[config.mk]
export PLATFORM = sky130hd
export DESIGN_NAME = ccd_frame_capture
export DESIGN_NICKNAME = d
export VERILOG_FILES = /design/src/rtl/ccd_frame_capture.sv
export SDC_FILE = /design/constraint.sdc
export NUM_CORES = 1
export LEC_CHECK = 0
export ABC_AREA = 1
export BUFFER_PORTS_ARGS = -buffer_cell sky130_fd_sc_hd__buf_2
export CELL_PAD_IN_SITES_DETAIL_PLACEMENT = 1
export CELL_PAD_IN_SITES_GLOBAL_PLACEMENT = 2
export CORE_ASPECT_RATIO = 0.8
export CORE_MARGIN = 4
export CORE_UTILIZATION = 32
export CTS_BUF_LIST = sky130_fd_sc_hd__clkbuf_4
export CTS_CLUSTER_SIZE = 25
export DETAILED_ROUTE_END_ITERATION = 8
export PLACE_DENSITY_LB_ADDON = 0.08
export SYNTH_ARGS = -nofsm -noshare
export SYNTH_HDL_FRONTEND = slang
export SYNTH_SLANG_ARGS = --single-unit
[constraint.sdc]
create_clock -name im_D5M_PIXLCLK -period 2.45 [get_ports im_D5M_PIXLCLK]
set_clock_uncertainty 0.05 [all_clocks]
set_input_delay 0 -clock im_D5M_PIXLCLK [delete_from_list [all_inputs] [get_ports im_D5M_PIXLCLK]]
set_output_delay 0 -clock im_D5M_PIXLCLK [all_outputs]
set_load 0.01 [all_outputs]
[src/rtl/ccd_frame_capture.sv]
// ccd_frame_capture
//   Frame capture stage behind the D5M input register stage. It takes the
//   registered 12-bit pixel stream and its line/frame valid strobes. Capture
//   is gated to whole frames under start/stop control. It emits qualified
//   pixels tagged with X/Y coordinates and per-frame statistics.
//
// Ports
//   im_D5M_PIXLCLK  pixel clock, all logic on the rising edge
//   im_RST          synchronous active-high reset
//   im_rCCD_DATA    registered pixel data
//   im_rCCD_LVAL    registered line valid
//   im_rCCD_FVAL    registered frame valid
//   im_START        pulse: request continuous capture
//   im_END          pulse: stop at the next frame boundary (wins over START)
//   om_DATA/om_X/om_Y  captured pixel and its column/row, hold when idle
//   om_DVAL         pixel valid strobe
//   om_SOF          first pixel of a captured frame
//   om_FRAME_DONE   one-cycle pulse after a captured frame ends
//   om_FRAME_CNT    completed captured frames (wraps)
//   om_LINES        line count of the last completed frame
//   om_LINE_LEN     pixel count of the last completed line
//   om_BUSY         capture engine not idle
module ccd_frame_capture #(
  parameter int DATA_W = 12,
  parameter int X_W    = 16,
  parameter int Y_W    = 16
) (
  input  logic              im_D5M_PIXLCLK,
  input  logic              im_RST,
  input  logic [DATA_W-1:0] im_rCCD_DATA,
  input  logic              im_rCCD_LVAL,
  input  logic              im_rCCD_FVAL,
  input  logic              im_START,
  input  logic              im_END,
  output logic [DATA_W-1:0] om_DATA,
  output logic              om_DVAL,
  output logic [X_W-1:0]    om_X,
  output logic [Y_W-1:0]    om_Y,
  output logic              om_SOF,
  output logic              om_FRAME_DONE,
  output logic [31:0]       om_FRAME_CNT,
  output logic [Y_W-1:0]    om_LINES,
  output logic [X_W-1:0]    om_LINE_LEN,
  output logic              om_BUSY
);

  localparam logic [1:0] ST_IDLE    = 2'd0;
  localparam logic [1:0] ST_ARMED   = 2'd1;
  localparam logic [1:0] ST_CAPTURE = 2'd2;

  logic [1:0]     state;
  logic [1:0]     state_nx;
  logic           run;
  logic           run_nx;
  logic           fval_d;
  logic           lval_d;
  logic [X_W-1:0] x_cnt;
  logic [Y_W-1:0] y_cnt;

  logic           fval_rise;
  logic           fval_fall;
  logic           lval_fall;
  logic           start_frame;
  logic           frame_active;
  logic           pix;
  logic           line_close;
  logic           frame_close;
  logic [X_W-1:0] x_base;
  logic [Y_W-1:0] y_base;

  always_comb begin
    fval_rise    = im_rCCD_FVAL & ~fval_d;
    fval_fall    = ~im_rCCD_FVAL & fval_d;
    lval_fall    = ~im_rCCD_LVAL & lval_d;

    // END has priority over START when both arrive together.
    run_nx       = im_END ? 1'b0 : (im_START ? 1'b1 : run);

    start_frame  = (state == ST_ARMED) & fval_rise;
    frame_active = start_frame | ((state == ST_CAPTURE) & im_rCCD_FVAL);
    pix          = frame_active & im_rCCD_LVAL;
    line_close   = (state == ST_CAPTURE) & lval_fall;
    frame_close  = (state == ST_CAPTURE) & fval_fall;

    // The frame-start cycle addresses pixel (0,0) regardless of stale counts.
    x_base       = start_frame ? '0 : x_cnt;
    y_base       = start_frame ? '0 : y_cnt;

    // run is always clear while IDLE, so arming follows run_nx alone.
    state_nx = state;
    case (state)
      ST_IDLE:    if (run_nx) state_nx = ST_ARMED;
      ST_ARMED: begin
        if (fval_rise)    state_nx = ST_CAPTURE;
        else if (!run_nx) state_nx = ST_IDLE;
      end
      ST_CAPTURE: if (fval_fall) state_nx = run_nx ? ST_ARMED : ST_IDLE;
      default:    state_nx = ST_IDLE;
    endcase
  end

  always_ff @(posedge im_D5M_PIXLCLK) begin
    if (im_RST) begin
      state         <= ST_IDLE;
      run           <= 1'b0;
      fval_d        <= 1'b0;
      lval_d        <= 1'b0;
      x_cnt         <= '0;
      y_cnt         <= '0;
      om_DATA       <= '0;
      om_DVAL       <= 1'b0;
      om_X          <= '0;
      om_Y          <= '0;
      om_SOF        <= 1'b0;
      om_FRAME_DONE <= 1'b0;
      om_FRAME_CNT  <= '0;
      om_LINES      <= '0;
      om_LINE_LEN   <= '0;
      om_BUSY       <= 1'b0;
    end else begin
      fval_d        <= im_rCCD_FVAL;
      lval_d        <= im_rCCD_LVAL;
      run           <= run_nx;
      state         <= state_nx;
      om_BUSY       <= (state_nx != ST_IDLE);
      om_DVAL       <= pix;
      om_SOF        <= pix & (x_base == '0) & (y_base == '0);
      om_FRAME_DONE <= frame_close;

      if (start_frame) begin
        x_cnt <= '0;
        y_cnt <= '0;
      end

      // pix needs LVAL high and line_close needs LVAL low: never both.
      if (pix) begin
        om_DATA <= im_rCCD_DATA;
        om_X    <= x_base;
        om_Y    <= y_base;
        x_cnt   <= x_base + X_W'(1);
      end

      if (line_close) begin
        om_LINE_LEN <= x_cnt;
        x_cnt       <= '0;
        y_cnt       <= y_cnt + Y_W'(1);
      end

      // Frame close overrides the line-close counter update; a line that
      // ends on the same cycle as the frame is still counted.
      if (frame_close) begin
        om_FRAME_CNT <= om_FRAME_CNT + 32'd1;
        om_LINES     <= y_cnt + Y_W'(lval_fall);
        x_cnt        <= '0;
        y_cnt        <= '0;
      end
    end
  end

endmodule

Word level (Yosys, flattened, before mapping)
Cells that the tools add are included.

Register bits: 149. Latch bits: 0. Bits in writable memories: 0. Memory bits (read-only): 0. Input port bits: 18. Output and inout bits: 112. Logic and storage cells: 54. Memories: 0.

$add $sub $neg: 4. Multipliers: 0. Divide/modulo/power cells: 0. Magnitude comparators: 0. Equality and inequality tests: 2. Shift-type cells: 0. Mux-type cells: 12. Bitwise logic cells: 14. Reductions and logical operators: 6.

Operators with widths (count): 16-bit two-way mux (4); 16-bit by 1-bit adder with 16-bit output (second input constant) (2); 32-bit by 1-bit adder with 32-bit output (second input constant) (1); 16-bit zero test (2); 16-bit by 1-bit adder with 16-bit output (1); 1-bit bitwise AND (10); 2-bit two-way mux (4); 2-bit case mux with 3 select lines (1); 1-bit two-way mux (3); 1-bit NOT (3); 3-bit OR reduction (1); 2-bit by 1-bit equality test with 1-bit output (second input constant) (1); 2-bit equality test (second input constant) (1); 2-bit zero test (1); 2-bit nonzero test (1); 2-bit OR reduction (1); 1-bit bitwise OR (1).

Longest topological paths before layout
Depth after elaboration: 7. Depth in mapped cells: 15. Mapped depth without buffers: 13.

Worst setup path before layout
Ideal clock, no wire load.

Path type: register to register. From: register state[0]. To: register x_cnt[12]. Library setup time: 113 ps. Arrival: 1771 ps. Data required time: 2287 ps. Setup slack: 515 ps. Cell stages (with the launch flop): 15. Buffers on the path: 2. Clock period less this slack: 1935 ps. Path through: dfxtp_1 > inv_2 > nor2_2 > nand2_1 > buf_6 > buf_2 > nand2_1 > inv_1 > ha_1 > nand2_1 > nand3b_1 > nor2_2 > nand3_1 > o21ai_1 > nor2_1.

Longest elaborated chain between the ends: 5. Elaborated cells on any way between the ends: 12. Classes of those cells: add/sub (1); eq/ne (2); mux (2); bitwise (6); reduce/logical (1).

Ends and longest elaborated chain: start, declared (line 51) `logic [1:0] state;`; start signal, assigned (line 124) `state <= state_nx;`; 2-bit by 1-bit equality test with 1-bit output (line 79) `start_frame = (state == ST_ARMED) & fval_rise;`; 1-bit bitwise AND (line 79); 16-bit two-way mux; named net x_base[1] (line 68) `logic [X_W-1:0] x_base;`; 16-bit by 1-bit adder with 16-bit output (line 140) `x_cnt <= x_base + X_W'(1);`; 16-bit two-way mux (line 136) `if (pix) begin`; end signal, assigned (line 140); end, declared (line 57) `logic [X_W-1:0] x_cnt;`.

The timed path passes the listed nets, and every way through them passes these cells. A chain may end at the register's enable or synchronous reset.

Worst setup path after layout
From: register state[0]. To: register x_cnt[8].

Longest elaborated chain between the ends: 5. Elaborated cells on any way between the ends: 12. Classes of those cells: add/sub (1); eq/ne (2); mux (2); bitwise (6); reduce/logical (1).

Ends and longest elaborated chain (line): 2-bit by 1-bit equality test with 1-bit output or 2-bit equality test (tied branches); 1-bit bitwise AND (on tied branches) (79, 80); 16-bit two-way mux or 1-bit bitwise OR (tied branches); 16-bit by 1-bit adder with 16-bit output or 1-bit bitwise AND (tied branches) (140, 81); 16-bit two-way mux (136).

Parallel ways exist; a longest one is shown, timed or not.

==> impl_metrics.toml <==
[run_status]
run_status = "finished, final reports clean"

[pwr]
power.leakage_uw = 0.00335
p_total_uw = 4220
power_density_nw_per_um2 = 518
pwr-share-comb_pct = 5.1
p_switching_uw = 1090
ir_drop_mv = 0.249
power.clock.fraction_pct = 36.5
power.share.sequential_pct = 58.4
intPower_uw = 3120
power.share.switching_pct = 25.9

[grt]
grt_pass1_wl_mm = 36.5
grt_max_degree = 64
grtUsageMet1_pct = 29.3
overflow = 0
use_met3_pct = 3.65
met2_usage_pct = 27.8
first_global_vias = 6591
grt_usage_pct = 19.1
antenna_found_initial = 1
grt.busiest_layer = "met1"

[drt]
drt_first_pass_iters = 5
wirelength_mm = 22.5
drt-initial-drc-count = 346
routed-via-count = 6602
post_drt_via_cell_ratio = 4.84
drcViolationCount = 0
ant_nets = 0
wire_per_inst_um = 16.5

[critical_path]
cp_max_fo = 27
crit_type = "flip-flop to flip-flop"
reg2reg_from = "state[0]"
reg2reg_depth = 8
worstPathBufferInverterCount = 3
rr_endpoint = "x_cnt[8]"
start_kind = "flip-flop"
end_kind = "flip-flop"
ff2ff_setup_slack_ns = 0.46
crit_top_cell = "nor2_4"
arrival_ns = 2.40
path_cells = "inv_2 > nand2_1 > nor2_4 > nor2_8 > inv_4 > nor2_4 > inv_1 > nor3_1"
slowest_stage = "dfxtp_1"
critPathTopFamily = "simple AND/OR/NAND/NOR gates"
worstPathRequired_ns = 2.87
crit_path_max_incr_delay_ns = 0.46

[synthesis]
ys_top_cells_by_area = "dfxtp_1 44%, nand2_1 10%, nor2_1 8.0%, o21ai_0 7.0%, a21oi_1 6.1%"
syn_avg_cell_area_um2 = 7.23
synth_cell_types = 40
async_flop_share_pct = 0
yosysMostFrequentCell = "nand2_1"
synth-warning-count = 0
synth_top_area_share_pct = 44.1
synth_edf_count = 0
netlist_area_um2 = 6760
syn_nets = 960
netlist_instances = 936
synth-seq-area-share_pct = 44.1
synth-main-ff-cell = "dfxtp_1"
synth_seq_cells = 149
synth_top_cell_by_area = "dfxtp_1"
synth_commonest_cells = "180 x nand2_1, 149 x dfxtp_1, 145 x nor2_1"

[timing]
fin_crit_sh_pct = 81.1
layout_setup_ws_ns = 0.462
setup_viol_count_final = 0
rsz0062_at_grt = "false"
max_freq_ghz = 0.503
worstMarginPinSlew_ns = 0.426
slew_headroom_pct = 71.5
hold_viol = 0
final_max_slew_viol_count = 0
fin_setup_tns_ns = 0
min_period_ns = 1.99

[cts]
cts-root-buf = "clkbuf_4"
cts_made_buffers = 17
post_cts_buffers = 0
clk_latency_ns = 0.54
cts_resized = 0
htreeDepth = 4
cts_tree = "built"
cts_sinks = 149
clkTransAtPathRegs_ns = 0.14
cts.path.max_buffers = 2

[worst_hold_path]
hold_depth = 4
hp-start = "im_rCCD_DATA[2]"
hold_end = "om_DATA[2]"
hold_class = "input port to flip-flop"

[place]
port_buffers = 129
dpl-instance-area_um2 = 7690
dp_worst_setup_slack_ns = 0.477
hpwl_mm = 17.0
place.gp.congestion = 0.831

[floorplan]
rows = 47
die_h_um = 138
dieArea_um2 = 23500
core_area_um2 = 20800
initial_utilization_pct = 32.6
die_w_um = 171
boundaryPins = 130

[finish]
drive_gt1_share_pct = 19.4
nNetsFinal = 1107
synthToLayoutAreaGrowth_pct = 20.4
final_core_util_pct = 39.2
design_area_um2 = 8140

[run]
cap_violations = 0
[logic make-up (layout without fill, tap and decap cells)]
logic type                 after synthesis  after routing  synth area share (%)
AOI/OAI and AO/OA                      193            193                  15.0
xor gates and xnor gates                11             11                  1.42
adders and majority gates                6              6                  1.11
buffers and inverters                  125            284                  7.88
DFF                                    149            149                  44.1
other                                    0              1                     0
and+or+nand+nor                        452            452                  30.4
[layout by cell type (no fill, tap or decap), types with 3 or more instances in the layout]
cell type	instances
dlygate4sd3_1	19
nand2_1	180
clkinvlp_4	4
nor4_1	4
clkbuf_4	17
xor2_1	8
a22o_1	3
a32o_1	3
nand4_1	22
a211oi_1	5
buf_4	12
nand2_2	6
o21ai_0	95
inv_1	82
dfxtp_1	149
inv_2	8
buf_2	129
a21oi_1	82
xnor2_1	3
nand3b_1	7
nor3_2	3
ha_1	6
nand3_1	34
clkinv_2	5
nor2_4	7
nor2_1	145
nor3_1	27
nor2_2	5
[power groups by stage]
stage / clock, µW / combinational, µW / sequential, µW
after floorplan: 0 / 107 / 2530
after global placement: 0 / 195 / 2520
after detailed placement: 0 / 195 / 2520
after CTS: 1610 / 219 / 2460
after global routing: 1720 / 243 / 2470
final: 1540 / 217 / 2460
[how the worst max path moves through the flow]
stage	cells after the start	slack [ns]	from	end
CTS	8	0.47	state[0]	x_cnt[4]
global route	9	0.21	lval_d	om_LINES[14]
finish	8	0.46	state[0]	x_cnt[8]
global placement	11	0.52	state[0]	om_SOF
floorplan	14	0.52	state[0]	x_cnt[12]
detailed placement	8	0.48	state[0]	x_cnt[8]
[metal layers]
layer  share of wire, %  routed length, µm  vias up
met5                  0                  0        -
met4               0.65                147        0
met3                3.7                839        8
met2                 42               9370      114
met1                 54              12200     3111
li1                   -                  -     3369
[what timing repair did]
item	CTS	global route
hold buffers	19	0
hold endpoints to repair	62	0
setup endpoints to repair	0	0
[flip-flops by register name, summed over array words and instances (netlist names)]
signal,count
x_cnt,16
om_DATA,12
fval_d,1
om_X,16
state,2
om_LINES,16
om_BUSY,1
om_LINE_LEN,16
om_FRAME_DONE,1
lval_d,1
om_FRAME_CNT,32
run,1
om_DVAL,1
y_cnt,16
om_Y,16
om_SOF,1
[layout make-up]
class,instances,area [µm²]
Clock inverter,14,136
Fill cell,2666,12600
Timing Repair Buffer,162,966
Sequential cell,149,2980
Clock buffer,17,128
Antenna cell,1,2.50
Multi-Input combinational cell,662,3250
Inverter,91,344
Tap cell,269,337
[worst min-delay path: stages]
cell,delay [ns]
dlygate4sd3_1,0.53
buf_2,0.10
o21ai_0,0.07
nor2_1,0.08
[per-stage QoR]
| step | hold slack, ns | cells |
|---|---|---|
| 5_1_grt | 0.165 | 1365 |
| 3_5_place_dp | 0.186 | 1314 |
| 2_1_floorplan | 0.0418 | 936 |
| 4_1_cts | 0.132 | 1364 |
| 3_3_place_gp | 0.186 | 1314 |
| 6_report | 0.196 | 1365 |
No activity file was read; power rests on OpenSTA's default activity.
